===== config.mk =====
export PLATFORM = sky130hd
export DESIGN_NAME = fifo_rd_stream_flat
export DESIGN_NICKNAME = d
export VERILOG_FILES = /design/src/rtl/fifo_rd_stream_pkg.sv /design/src/rtl/fifo_rd_stream_if.sv /design/src/rtl/fifo_rd_stream_skid.sv /design/src/rtl/fifo_rd_stream.sv /design/src/flat_wrapper.sv
export SDC_FILE = /design/constraint.sdc
export NUM_CORES = 1
export LEC_CHECK = 0
export BUFFER_PORTS_ARGS = -buffer_cell sky130_fd_sc_hd__buf_4
export CAP_MARGIN = 10
export CORE_ASPECT_RATIO = 1.1
export CORE_MARGIN = 1.5
export CORE_UTILIZATION = 51
export CTS_BUF_LIST = sky130_fd_sc_hd__clkbuf_8
export DETAILED_ROUTE_END_ITERATION = 10
export HOLD_SLACK_MARGIN = 0.12
export PLACE_DENSITY = 0.8
export SLEW_MARGIN = 25
export SYNTH_ARGS = -nofsm -noshare
export SYNTH_HDL_FRONTEND = slang
export SYNTH_SLANG_ARGS = --single-unit

===== constraint.sdc =====
create_clock -name clk_rd -period 2.24 [get_ports clk_rd]
set_input_delay 0.112 -clock clk_rd [delete_from_list [all_inputs] [get_ports clk_rd]]
set_output_delay 0.112 -clock clk_rd [all_outputs]
set_load 0.02 [all_outputs]

===== src/rtl/fifo_rd_stream_pkg.sv =====
// Shared definitions for the FIFO read-side drain stage.
//   DATA_WIDTH   default FIFO word width
//   SKID_DEPTH   entries in the output buffer that absorbs the FIFO read latency
//   word_t       one FIFO word at the default width
//   skid_occupancy()  buffer occupancy one cycle ahead, used to throttle reads
package fifo_pkg;

  localparam int DATA_WIDTH = 8;
  localparam int SKID_DEPTH = 2;

  typedef logic [DATA_WIDTH-1:0] word_t;

  // Entries the buffer will hold after this edge: the current entries, plus
  // the word already returning from the FIFO, minus the word leaving now.
  function automatic logic [2:0] skid_occupancy(input logic [1:0] count,
                                                input logic       inflight,
                                                input logic       pop);
    return {1'b0, count} + {2'b00, inflight} - {2'b00, pop};
  endfunction

endpackage


===== src/rtl/fifo_rd_stream_if.sv =====
// Bundle of the FIFO read port and the outgoing valid/ready stream.
//   fifo_empty/fifo_data/fifo_rd_en  FIFO read side (data returns one cycle after a read)
//   out_data/out_valid/out_ready/out_last  downstream stream with packet marker
// The master modport is the drain stage's view; slave is the FIFO plus the sink.
interface fifo_rd_stream_if #(
  parameter int DATA_WIDTH = fifo_pkg::DATA_WIDTH
);

  logic                  fifo_empty;
  logic [DATA_WIDTH-1:0] fifo_data;
  logic                  fifo_rd_en;
  logic [DATA_WIDTH-1:0] out_data;
  logic                  out_valid;
  logic                  out_ready;
  logic                  out_last;

  modport master (
    input  fifo_empty, fifo_data, out_ready,
    output fifo_rd_en, out_data, out_valid, out_last
  );

  modport slave (
    output fifo_empty, fifo_data, out_ready,
    input  fifo_rd_en, out_data, out_valid, out_last
  );

endinterface


===== src/rtl/fifo_rd_stream_skid.sv =====
// Two-entry output buffer that soaks up the FIFO's one-cycle read latency.
//   clk_rd, rst_n  read clock, synchronous active-low reset
//   flush_i        drop all held entries
//   cap_i          cap_data_i is written into the buffer this cycle
//   pop_i          head entry is consumed this cycle
//   head_o         head entry (oldest word)
//   valid_o        buffer holds at least one word
//   count_o        number of held entries, 0..2
module rd_skid_buf #(
  parameter int DATA_WIDTH = fifo_pkg::DATA_WIDTH
) (
  input  logic                  clk_rd,
  input  logic                  rst_n,
  input  logic                  flush_i,
  input  logic                  cap_i,
  input  logic [DATA_WIDTH-1:0] cap_data_i,
  input  logic                  pop_i,
  output logic [DATA_WIDTH-1:0] head_o,
  output logic                  valid_o,
  output logic [1:0]            count_o
);
  import fifo_pkg::*;

  logic [DATA_WIDTH-1:0] ent0_q, ent0_d;   // head
  logic [DATA_WIDTH-1:0] ent1_q, ent1_d;   // tail
  logic [1:0]            count_q, count_d;

  always_comb begin
    ent0_d  = ent0_q;
    ent1_d  = ent1_q;
    count_d = count_q;
    if (flush_i) begin
      count_d = 2'd0;
    end else begin
      unique case ({cap_i, pop_i})
        2'b10: begin
          // Capture lands in the first free slot; the issue throttle
          // guarantees a free slot exists.
          if (count_q == 2'd0) ent0_d = cap_data_i;
          else                 ent1_d = cap_data_i;
          count_d = count_q + 2'd1;
        end
        2'b01: begin
          ent0_d  = ent1_q;
          count_d = count_q - 2'd1;
        end
        2'b11: begin
          // Shift and refill: the tail moves up and the new word goes behind
          // it, or straight to the head when it was the only entry.
          if (count_q == 2'(SKID_DEPTH)) begin
            ent0_d = ent1_q;
            ent1_d = cap_data_i;
          end else begin
            ent0_d = cap_data_i;
          end
        end
        default: ;
      endcase
    end
  end

  always_ff @(posedge clk_rd) begin
    if (!rst_n) begin
      ent0_q  <= '0;
      ent1_q  <= '0;
      count_q <= 2'd0;
    end else begin
      ent0_q  <= ent0_d;
      ent1_q  <= ent1_d;
      count_q <= count_d;
    end
  end

  assign head_o  = ent0_q;
  assign valid_o = (count_q != 2'd0);
  assign count_o = count_q;

endmodule


===== src/rtl/fifo_rd_stream.sv =====
// Read-side drain stage behind the async FIFO. Issues FIFO reads, buffers the
// returning words in a 2-entry skid buffer, and presents them as a
// valid/ready stream framed into PKT_LEN-beat packets.
//   clk_rd   read-domain clock
//   rst_n    synchronous active-low reset
//   flush    clear buffer, in-flight word and framing (pkt_cnt kept)
//   pkt_cnt  completed packets, wraps
//   bus      FIFO read port and output stream (master view)
module fifo_rd_stream #(
  parameter int DATA_WIDTH = fifo_pkg::DATA_WIDTH,
  parameter int PKT_LEN    = 16,
  parameter int CNT_W      = 8
) (
  input  logic              clk_rd,
  input  logic              rst_n,
  input  logic              flush,
  output logic [CNT_W-1:0]  pkt_cnt,
  fifo_rd_stream_if.master  bus
);
  import fifo_pkg::*;

  logic                  pop;
  logic                  issue;
  logic                  cap;
  logic                  last;
  logic                  head_vld;
  logic [DATA_WIDTH-1:0] head_data;
  logic [1:0]            count;
  logic                  inflight_q, inflight_d;
  logic [CNT_W-1:0]      beat_q, beat_d;
  logic [CNT_W-1:0]      pkt_q, pkt_d;

  assign pop  = head_vld && bus.out_ready;
  assign last = head_vld && (beat_q == CNT_W'(PKT_LEN - 1));

  // Read only when the word it returns is guaranteed a slot. Held low during
  // reset so a reset cycle never pulls a word out of the FIFO that would then
  // be thrown away.
  assign bus.fifo_rd_en = rst_n && !bus.fifo_empty && !flush &&
                          (skid_occupancy(count, inflight_q, pop) < 3'(SKID_DEPTH));
  assign issue = bus.fifo_rd_en && !bus.fifo_empty;

  // A word returning during a flush belongs to the discarded stream.
  assign cap        = inflight_q && !flush;
  assign inflight_d = issue;

  always_comb begin
    beat_d = beat_q;
    pkt_d  = pkt_q;
    if (flush) begin
      beat_d = '0;
    end else if (pop) begin
      if (last) begin
        beat_d = '0;
        pkt_d  = pkt_q + CNT_W'(1);
      end else begin
        beat_d = beat_q + CNT_W'(1);
      end
    end
  end

  always_ff @(posedge clk_rd) begin
    if (!rst_n) begin
      inflight_q <= 1'b0;
      beat_q     <= '0;
      pkt_q      <= '0;
    end else begin
      inflight_q <= inflight_d;
      beat_q     <= beat_d;
      pkt_q      <= pkt_d;
    end
  end

  rd_skid_buf #(
    .DATA_WIDTH (DATA_WIDTH)
  ) u_skid (
    .clk_rd     (clk_rd),
    .rst_n      (rst_n),
    .flush_i    (flush),
    .cap_i      (cap),
    .cap_data_i (bus.fifo_data),
    .pop_i      (pop),
    .head_o     (head_data),
    .valid_o    (head_vld),
    .count_o    (count)
  );

  assign bus.out_data  = head_data;
  assign bus.out_valid = head_vld;
  assign bus.out_last  = last;
  assign pkt_cnt       = pkt_q;

endmodule


===== src/flat_wrapper.sv =====
// flat-port wrapper written by rule: the top's interface ports become plain ports
module fifo_rd_stream_flat import fifo_pkg::*;
#(
  parameter int DATA_WIDTH = fifo_pkg::DATA_WIDTH,
  parameter int PKT_LEN    = 16,
  parameter int CNT_W      = 8
)
  (clk_rd, rst_n, flush, pkt_cnt, bus_fifo_empty, bus_fifo_data, bus_out_ready, bus_fifo_rd_en, bus_out_data, bus_out_valid, bus_out_last);
  fifo_rd_stream_if #(.DATA_WIDTH(DATA_WIDTH)) bus_i ();
  input  logic clk_rd;
  input  logic rst_n;
  input  logic flush;
  output logic [CNT_W-1:0] pkt_cnt;
  input wire logic [$bits(bus_i.fifo_empty)-1:0] bus_fifo_empty;
  input wire logic [$bits(bus_i.fifo_data)-1:0] bus_fifo_data;
  input wire logic [$bits(bus_i.out_ready)-1:0] bus_out_ready;
  output wire logic [$bits(bus_i.fifo_rd_en)-1:0] bus_fifo_rd_en;
  output wire logic [$bits(bus_i.out_data)-1:0] bus_out_data;
  output wire logic [$bits(bus_i.out_valid)-1:0] bus_out_valid;
  output wire logic [$bits(bus_i.out_last)-1:0] bus_out_last;
  assign bus_i.fifo_empty = bus_fifo_empty;
  assign bus_i.fifo_data = bus_fifo_data;
  assign bus_i.out_ready = bus_out_ready;
  assign bus_fifo_rd_en = bus_i.fifo_rd_en;
  assign bus_out_data = bus_i.out_data;
  assign bus_out_valid = bus_i.out_valid;
  assign bus_out_last = bus_i.out_last;
  fifo_rd_stream #(.DATA_WIDTH(DATA_WIDTH), .PKT_LEN(PKT_LEN), .CNT_W(CNT_W)) u_core (.clk_rd(clk_rd), .rst_n(rst_n), .flush(flush), .pkt_cnt(pkt_cnt), .bus(bus_i));
endmodule

After elaboration in Yosys (flattened, before gate mapping)
Index checks and enable logic that the tools add are counted.
- register bits: 35
- input bits: 13
- output and inout bits: 19
- logic and storage cells: 49
- add/subtract/negate cells: 6
- $lt $le $gt $ge: 1
- eq/ne operators: 8
- multiplexer cells: 8
- bitwise operators: 2
- reductions and logical operators: 18
- operators with widths (operator ; number):
    8-bit 2-to-1 mux ; 5
    8-bit case mux with 3 select lines ; 1
    8-bit by 1-bit adder with 8-bit output (second input constant) ; 2
    8-bit case mux with 2 select lines ; 1
    8-bit by 4-bit == test with 1-bit output (second input constant) ; 1
    1-bit logical AND ; 7
    2-bit == test (second input constant) ; 3
    2-bit inequality test (second input constant) ; 3
    3-bit AND reduction ; 2
    2-bit nonzero test ; 3
    2-bit case mux with 2 select lines ; 1
    4-bit AND reduction ; 1
    2-bit by 1-bit adder with 3-bit output ; 1
    3-bit by 2-bit less-than comparator with 1-bit output (second input constant) ; 1
    3-bit nonzero test ; 1
    3-bit by 1-bit subtractor with 3-bit output ; 1
    2-bit by 1-bit adder with 2-bit output (second input constant) ; 1
    2-bit by 1-bit == test with 1-bit output (second input constant) ; 1
    1-bit zero test ; 2
    2-bit zero test ; 1
    1-bit NOT ; 2
    2-bit OR reduction ; 1
    2-bit by 1-bit subtractor with 2-bit output (second input constant) ; 1

Logic depth before layout (Yosys ltp)
Gate-level depths: netlist of run 1.
- depth in word-level cells: 6
- gate-level depth with buffers: 8
- mapped depth without buffers: 7

Modules after synthesis
A second synthesis of run 1 with hierarchy kept.
- cell total of the unflattened synthesis: 187
- area total of the unflattened synthesis: 1754.2 µm²
- modules (own cells, without submodules) (module ; times used ; cells each ; area an instance (µm²) ; seq. area each (µm²)):
    fifo_rd_stream ; 1 ; 102 ; 894.6 ; 340.3
    rd_skid_buf ; 1 ; 85 ; 859.6 ; 360.3

Worst setup path before layout of run 1
Ideal clock, no wire load.
- kind: flip-flop to flip-flop
- from: reg u_core.u_skid.count_q[0] (netlist: u_core.u_skid.count_o[0])
- to: reg u_core.u_skid.ent1_q[0]
- library setup time: 0.128 ns
- data arrival time: 2.241 ns
- setup slack: -0.128 ns
- stages on the path, launching flop included: 8
- path buffers: 1
- period minus slack after synthesis: 2.368 ns
- cell sequence: dfxtp_1 > buf_2 > o21ai_2 > clkinv_1 > ha_1 > a2111oi_4 > mux2i_1 > nor2_1
- cells in the longest elaborated chain, start to end: 5
- elaborated cells between the ends (all ways): 11
- those cells by class: eq/ne (5); mux (1); reduce/logical (5)
- RTL lines (item ; RTL line ; RTL):
    start: declaration ; fifo_rd_stream_skid.sv:26 ; logic [1:0] count_q, count_d;
    start signal: assignment ; fifo_rd_stream_skid.sv:70 ; count_q <= count_d;
    2-bit nonzero test * ; fifo_rd_stream_skid.sv:75 ; assign valid_o = (count_q != 2'd0);
    1-bit logical AND * ; fifo_rd_stream.sv:33 ; assign pop = head_vld && bus.out_ready;
    named net u_core.pop ; fifo_rd_stream.sv:22 ; logic pop;
    2-bit == test ; fifo_rd_stream_skid.sv:35 ; unique case ({cap_i, pop_i})
    2-bit inequality test (no source line) / 2-bit nonzero test (equally long branches) ; n/a ;
    4-bit AND reduction (no source line) ; n/a ;
    end signal: assignment ; fifo_rd_stream_skid.sv:69 ; ent1_q <= ent1_d;
    end: declaration ; fifo_rd_stream_skid.sv:25 ; logic [DATA_WIDTH-1:0] ent1_q, ent1_d;
Mark *: on every way through the listed nets, which the timed path passes. The rest lies on a longest branch.
A chain may end at the register's enable or synchronous reset.

Worst setup path in the final report of run 1
- from: reg u_core.u_skid.count_q[1] (netlist: u_core.u_skid.count_o[1])
- to: out bus_fifo_rd_en
- cells in the longest elaborated chain, start to end: 5
- elaborated cells between the ends (all ways): 6
- those cells by class: add/sub (2); order compare (1); reduce/logical (3)
- RTL lines (item ; RTL line ; RTL):
    parallel branches: the longest is 2 deep, another holds 2-bit by 1-bit adder with 3-bit output ; n/a ;
    3-bit by 1-bit subtractor with 3-bit output * ; fifo_rd_stream_pkg.sv:18 ; return {1'b0, count} + {2'b00, inflight} - {2'b00, pop};
    3-bit by 2-bit less-than comparator with 1-bit output * ; fifo_rd_stream.sv:40 ; (skid_occupancy(count, inflight_q, pop) < 3'(SKID_DEPTH));
    1-bit logical AND * ; fifo_rd_stream.sv:39 ; assign bus.fifo_rd_en = rst_n && !bus.fifo_empty && !flush &&
    end: declaration ; flat_wrapper.sv:17 ; output wire logic [$bits(bus_i.fifo_rd_en)-1:0] bus_fifo_rd_en;
Every way passes the cells marked *.

==> results of run 1 <==
==> per-stage QoR <==
step | hold WS, ns | util | instance area [µm²] | power, mW
after global routing | 0.297 | 0.696 | 2120 | 1.20
after global placement | 0.291 | 0.631 | 1920 | 0.717
after detailed placement | 0.311 | 0.631 | 1920 | 0.720
after CTS | 0.285 | 0.693 | 2110 | 1.16
final | 0.285 | 0.696 | 2120 | 1.15
after floorplan | 0.189 | - | 1640 | 0.682
==> worst max-delay path: cells and delay by family, from the launching register on <==
kind                     cells  cell delay [ns]
XOR/XNOR                     1             0.17
buffers and inverters        1             0.19
AO/OA/AOI/OAI                1             0.18
flip-flops                   1             0.40
AND/OR/NAND/NOR              2             0.37
adder cells (fa/ha/maj)      1             0.40
==> area by class of cell <==
| class | instances | area share |
|---|---|---|
| flip-flops and latches | 35 | 0.330 |
| well taps | 34 | 0.0201 |
| clock inverters | 3 | 0.00590 |
| repair buffers | 47 | 0.178 |
| inverters | 6 | 0.0112 |
| clock buffers | 5 | 0.0324 |
| multi-input cells | 132 | 0.422 |
==> registers in the layout, summed over array words and instances, names as in the netlist <==
name and flops:
u_core.beat_q 8, u_core.pkt_cnt 8, u_core.u_skid.ent1_q 8, u_core.u_skid.head_o 8
u_core.u_skid.count_o 2, u_core.inflight_q 1
==> worst min-delay path by stage <==
stage,slack (ns),to,start
global route,0.30,u_core.pkt_cnt[5]$_SDFFE_PN0P_,flush
CTS,0.29,u_core.pkt_cnt[5]$_SDFFE_PN0P_,flush
finish,0.29,u_core.pkt_cnt[5]$_SDFFE_PN0P_,flush
detailed placement,0.31,u_core.inflight_q$_SDFF_PN0_,bus_fifo_empty
floorplan,0.19,u_core.inflight_q$_SDFF_PN0_,bus_fifo_empty
global placement,0.29,u_core.inflight_q$_SDFF_PN0_,bus_fifo_empty
==> cell families (layout without fill, tap and decap cells) <==
family | after synthesis | in the layout
muxes | 9 | 9
DFF | 35 | 35
xor gates and xnor gates | 13 | 13
buffers and inverters | 12 | 61
AOI/OAI and AO/OA | 42 | 42
adders and majority gates | 7 | 7
and+or+nand+nor | 61 | 61
==> where the power goes <==
group          switching, mW  internal [mW]
combinational         0.0448         0.0460
sequential           0.00372          0.627
clock                  0.221          0.209
total                  0.270          0.882
==> synthesized netlist by cell type, drive strengths merged <==
library cell	number
dfxtp	35
nor2	23
a21oi	15
o21ai	13
mux2i	9
nand2	9
a22oi	8
xor2	8
ha	6
or3	6
inv	5
nand4	5
xnor2	5
buf	4
nand3	4
or4	3
clkbuf	2
nand2b	2
nor2b	2
nor3	2
nor4b	2
o31ai	2
a2111oi	1
a211oi	1
and3	1
clkinv	1
fa	1
nand4b	1
o21a	1
o21bai	1
or4b	1
==> what timing repair did <==
| action | CTS | global route |
|---|---|---|
| pin swaps | 0 | 1 |
| setup endpoints to repair | 1 | 1 |
| buffers inserted | 0 | 1 |
| resized for setup | 1 | 0 |
| endpoints found under the hold margin | 10 | 0 |
| hold buffers | 10 | 0 |
==> metal layers <==
metal  vias to the layer above  GRT usage  wire (µm)
met5                         -          0          0
met4                         0      0.108         56
met3                         6     0.0521        170
met2                        34      0.404       1910
met1                       698      0.250       1560
li1                        728          -          -
==> impl_metrics.json, run 1 <==
{
  "status": "complete, no violations",
  "power_leakage_nw": 0.878,
  "cts_max_path_buffers": 2,
  "initial_core_util": 0.535,
  "synth_top_cell_by_area": "dfxtp_1",
  "path_cells": "o21ai_4 -> nor2_1 -> fa_1 -> xor2_1 -> nor4b_2 -> buf_4",
  "p_per_area_nw_per_um2": 543,
  "seq_area_um2": 701,
  "yosysSeqAreaShare": 0.429,
  "slowest_stage": "dfxtp_1",
  "worstSetupEndpointType": "output port",
  "r2r_slack_ns": 0.24,
  "synth_area_leaders": "dfxtp_1, mux2i_1, nor2_1, a21oi_1, ha_1",
  "io_pins": 32,
  "clk_latency_ns": 0.29,
  "cts.clk_slew.worst_paths_ns": 0.07,
  "muxShareOfSynthArea": 0.0552,
  "h-tree-depth": 2,
  "synth_area_per_cell_um2": 9.11,
  "vias_per_cell": 5.60,
  "postRouteAntennaNets": 0,
  "route.detailed.drc": 0,
  "mostFrequentLayoutCell": "buf_4",
  "r2r-end": "u_core.u_skid.ent1_q[1]$_SDFFE_PN0P_",
  "port_buffers": 31,
  "wire_per_inst_um": 14.1,
  "cts_root_buf": "clkbuf_8",
  "fin_ws_ns": 0.131,
  "routabilityCongestion": 0.778,
  "slew_violations": 0,
  "yosys.area_share.simple": 0.192,
  "grt_pass1_wl_mm": 6.40,
  "dp.cells": 243,
  "synth_top_family_by_area": "simple AND/OR/NAND/NOR gates",
  "tns_ns": 0,
  "antennaDiodeCount": 0,
  "grt_overflow": 0,
  "antenna_found_initial": 0,
  "tightest_slew_ns": 0.550,
  "crit_end": "bus_fifo_rd_en",
  "drt_iter0_drc": 41,
  "rr_startpoint": "u_core.u_skid.count_o[1]$_SDFFE_PP0P_",
  "ys_types": 34,
  "core_area_um2": 3050,
  "cp_slowest_stage_delay_ns": 0.40,
  "grt_max_degree": 17,
  "final_cells": 262,
  "most-common-layout-cells": "buf_4, dfxtp_1, nor2_1",
  "ys_ff_latch": 35,
  "nets": 247,
  "netlist_area_um2": 1630,
  "critPathLaunchType": "register",
  "path_class": "register to output port",
  "crit_arrival_ns": 2.00,
  "r2r_cells": 8,
  "fillerInstances": 238,
  "multi_input_area_um2": 895,
  "rsz0062_at_grt": "false",
  "final-hold-violation-count": 0,
  "synth_warnings": 0,
  "cts_tree": "done",
  "setup_violations": 0,
  "fin_crit_sh": 0.942,
  "synth_top_area_share": 0.429,
  "grt.total_usage": 0.228,
  "peakVddDrop_mv": 0.488,
  "totalWireLength_mm": 3.70,
  "hold_depth": 4,
  "max_freq_mhz": 474,
  "cap_violations": 0,
  "hp-class": "primary input to register",
  "numCtsBuffers": 5,
  "synth-xor-area-share": 0.0698,
  "fp-row-count": 21,
  "die_area_um2": 3550,
  "clkSinkCount": 35,
  "first_global_vias": 1490,
  "synth_compound_area_frac": 0.165,
  "startpoint": "u_core.u_skid.count_o[1]$_SDFFE_PP0P_",
  "area_growth_pct": 30.0,
  "hpwl_mm": 2.64,
  "period_needed_ns": 2.11,
  "max_slew_margin": 0.632,
  "layout-drive-gt1-share": 0.215,
  "clock_skew_ns": 0.00686,
  "drtPass1Iterations": 4,
  "cp.required_ns": 2.13,
  "place_ws_ns": 0.262,
  "num_vias": 1466,
  "synthAdderAreaFrac": 0.0583,
  "die_h_um": 62.3,
  "die_w_um": 56.9,
  "syn_inst": 179,
  "crit_fanout": 5,
  "syn-num-nets": 199
}
(Power assumes the default switching activity.)
==> run 2, diff against run 1 <==
--- a/config.mk
+++ b/config.mk
@@ -13,7 +13,7 @@
 export CTS_BUF_LIST = sky130_fd_sc_hd__clkbuf_8
 export DETAILED_ROUTE_END_ITERATION = 10
 export HOLD_SLACK_MARGIN = 0.12
-export PLACE_DENSITY = 0.8
+export PLACE_DENSITY = 0.78
 export SLEW_MARGIN = 25
 export SYNTH_ARGS = -nofsm -noshare
 export SYNTH_HDL_FRONTEND = slang
==> run 2 against run 1 <==
Die area stayed put. Sequential share of layout area is 1.1 points lower. Highest routed layer unchanged. Global-route usage is 0.81 points lower. Largest cell class unchanged. Largest power group unchanged. Clock skew is 0.0028 ns higher. First-iteration DRC count is 22% lower. Non-clock buffer count is 6 higher. Cell count is 2.3% higher. Final area is 4.5% higher. Worst setup slack worse by 0.012 ns. Maximum frequency is 0.55% lower. Clock-buffer cell count is 1 higher.
==> impl_metrics.json, run 2 (same netlist as run 1, synthesis figures left out) <==
{
  "cap_violations": 0,
  "routabilityCongestion": 0.814,
  "r2r_cells": 10,
  "r2r_slack_ns": 0.23,
  "seq_power_share": 0.479,
  "tns_ns": 0,
  "place_ws_ns": 0.222,
  "numCtsBuffers": 5,
  "grt_overflow": 0,
  "core_area_um2": 3050,
  "fin_ws_ns": 0.119,
  "crit_arrival_ns": 2.01,
  "tightest_slew_ns": 0.538,
  "port_buffers": 31,
  "cts_max_path_buffers": 2,
  "mostFrequentLayoutCell": "buf_4",
  "final_cells": 268,
  "vias_per_cell": 5.57,
  "drt_iter0_drc": 32,
  "die_w_um": 56.9,
  "most-common-layout-cells": "buf_4, dfxtp_1, nor2_1",
  "clock_skew_ns": 0.00963,
  "cp_slowest_stage_delay_ns": 0.37,
  "period_needed_ns": 2.12,
  "finalPower_mw": 1.31,
  "area_growth_pct": 35.8,
  "hold_depth": 4,
  "fp-row-count": 21,
  "rr_startpoint": "u_core.u_skid.count_o[0]$_SDFFE_PP0P_",
  "initial_core_util": 0.535,
  "wire_per_inst_um": 13.9,
  "totalWireLength_mm": 3.72,
  "switching_share": 0.214,
  "p_per_area_nw_per_um2": 592,
  "r2r-end": "u_core.u_skid.ent1_q[7]$_SDFFE_PN0P_",
  "cts_tree": "done",
  "die_h_um": 62.3,
  "internal_power_mw": 1.03,
  "postRouteAntennaNets": 0,
  "critPathLaunchType": "register",
  "hp-class": "primary input to register",
  "setup_violations": 0,
  "max_slew_margin": 0.640,
  "status": "complete, no violations",
  "power_leakage_nw": 0.919,
  "pwr-share-comb": 0.070,
  "antennaDiodeCount": 0,
  "num_vias": 1494,
  "final_area_um2": 2220,
  "final-hold-violation-count": 0,
  "cp.required_ns": 2.13,
  "min_to": "u_core.u_skid.ent1_q[5]$_SDFFE_PN0P_",
  "p_switching_mw": 0.280,
  "nets": 253,
  "path_class": "register to output port",
  "clkPwrFrac": 0.451,
  "crit_fanout": 5,
  "cp_top_family": "flip-flops",
  "slew_violations": 0,
  "worstSetupEndpointType": "output port",
  "grt_max_degree": 17,
  "path_buf_inv": 2,
  "h-tree-depth": 2,
  "fin_crit_sh": 0.947,
  "die_area_um2": 3550,
  "io_pins": 32,
  "min-delay-start": "flush",
  "layout-drive-gt1-share": 0.256,
  "postLayoutCoreUtil": 0.727,
  "grt.total_usage": 0.219,
  "cts.clk_slew.worst_paths_ns": 0.07,
  "grt_pass1_wl_mm": 6.07,
  "max_freq_mhz": 471,
  "drtPass1Iterations": 5,
  "hpwl_mm": 2.51,
  "clkSinkCount": 35,
  "fillerInstances": 224,
  "hold_slack_ns": 0.236,
  "peakVddDrop_mv": 0.553,
  "first_global_vias": 1434,
  "route.detailed.drc": 0,
  "path_cells": "o21ai_4 -> buf_6 -> nor2_1 -> fa_2 -> xor2_1 -> nor4b_2 -> buf_4",
  "dp.cells": 242,
  "clk_latency_ns": 0.30,
  "cts_root_buf": "clkbuf_8",
  "dpl_cell_area_um2": 1920,
  "slowest_stage": "dfxtp_4",
  "antenna_found_initial": 0
}
run 2: cell types whose count changed in the layout (fill, tap and decap cells not counted):
| cell | delta |
|---|---|
| inv_1 | -2 |
| dfxtp_1 | -2 |
| buf_4 | +5 |
| clkbuf_8 | +1 |
| fa_2 | +1 |
| fa_1 | -1 |
| dfxtp_4 | +2 |
| buf_6 | +1 |
| bufinv_16 | +1 |
run 2: per-layer routing:
layer	up-vias	GRT usage	wire length (µm)
li1	746	-	-
met2	49	0.379	1860
met3	11	0.0813	207
met1	688	0.238	1580
met5	-	0	0
met4	0	0.0872	72
run 2: power groups by stage:
stage               Clock, mW  Sequential (mW)  Combinational, mW
finish                  0.592            0.629             0.0916
global route            0.624            0.629             0.0995
CTS                     0.600            0.631             0.0886
detailed placement          0            0.645             0.0738
global placement            0            0.645             0.0719
floorplan                   0            0.649             0.0328
run 2: worst max-delay path by stage:
stage	slack [ns]	endpoint	cells past startpoint	start
2_1_floorplan	0.02	u_core.u_skid.ent1_q[0]$_SDFFE_PN0P_	7	u_core.u_skid.count_o[0]$_SDFFE_PP0P_
3_3_place_gp	0.31	bus_fifo_rd_en	7	u_core.u_skid.count_o[0]$_SDFFE_PP0P_
3_5_place_dp	0.22	bus_fifo_rd_en	7	u_core.u_skid.count_o[0]$_SDFFE_PP0P_
4_1_cts	0.01	bus_fifo_rd_en	7	u_core.u_skid.count_o[1]$_SDFFE_PP0P_
5_1_grt	-0.001	bus_fifo_rd_en	7	u_core.u_skid.count_o[0]$_SDFFE_PP0P_
6_report	0.12	bus_fifo_rd_en	7	u_core.u_skid.count_o[0]$_SDFFE_PP0P_
run 2: cell type report:
cell class	instances	area (µm²)	share of cell area
well taps	34	42.5	0.0192
multi-input cells	132	897	0.405
repair buffers	53	427	0.193
clock inverters	2	35.0	0.0158
inverters	6	23.8	0.0107
clock buffers	6	82.6	0.0373
flip-flops and latches	35	708	0.320
run 2: repair_timing:
item | in CTS | in global routing
gates resized for setup | 4 | 3
buffers inserted | 0 | 8
hold endpoints to repair | 15 | 0
setup endpoints to repair | 1 | 1
hold buffers | 10 | 0
pin swaps | 0 | 2
run 2: tightest hold or removal path, delay by kind of cell:
family	cells	cell delay, ns
muxes	1	0.12
and+or+nand+nor	1	0.08
AOI/OAI and AO/OA	1	0.07
buffers and inverters	1	0.13
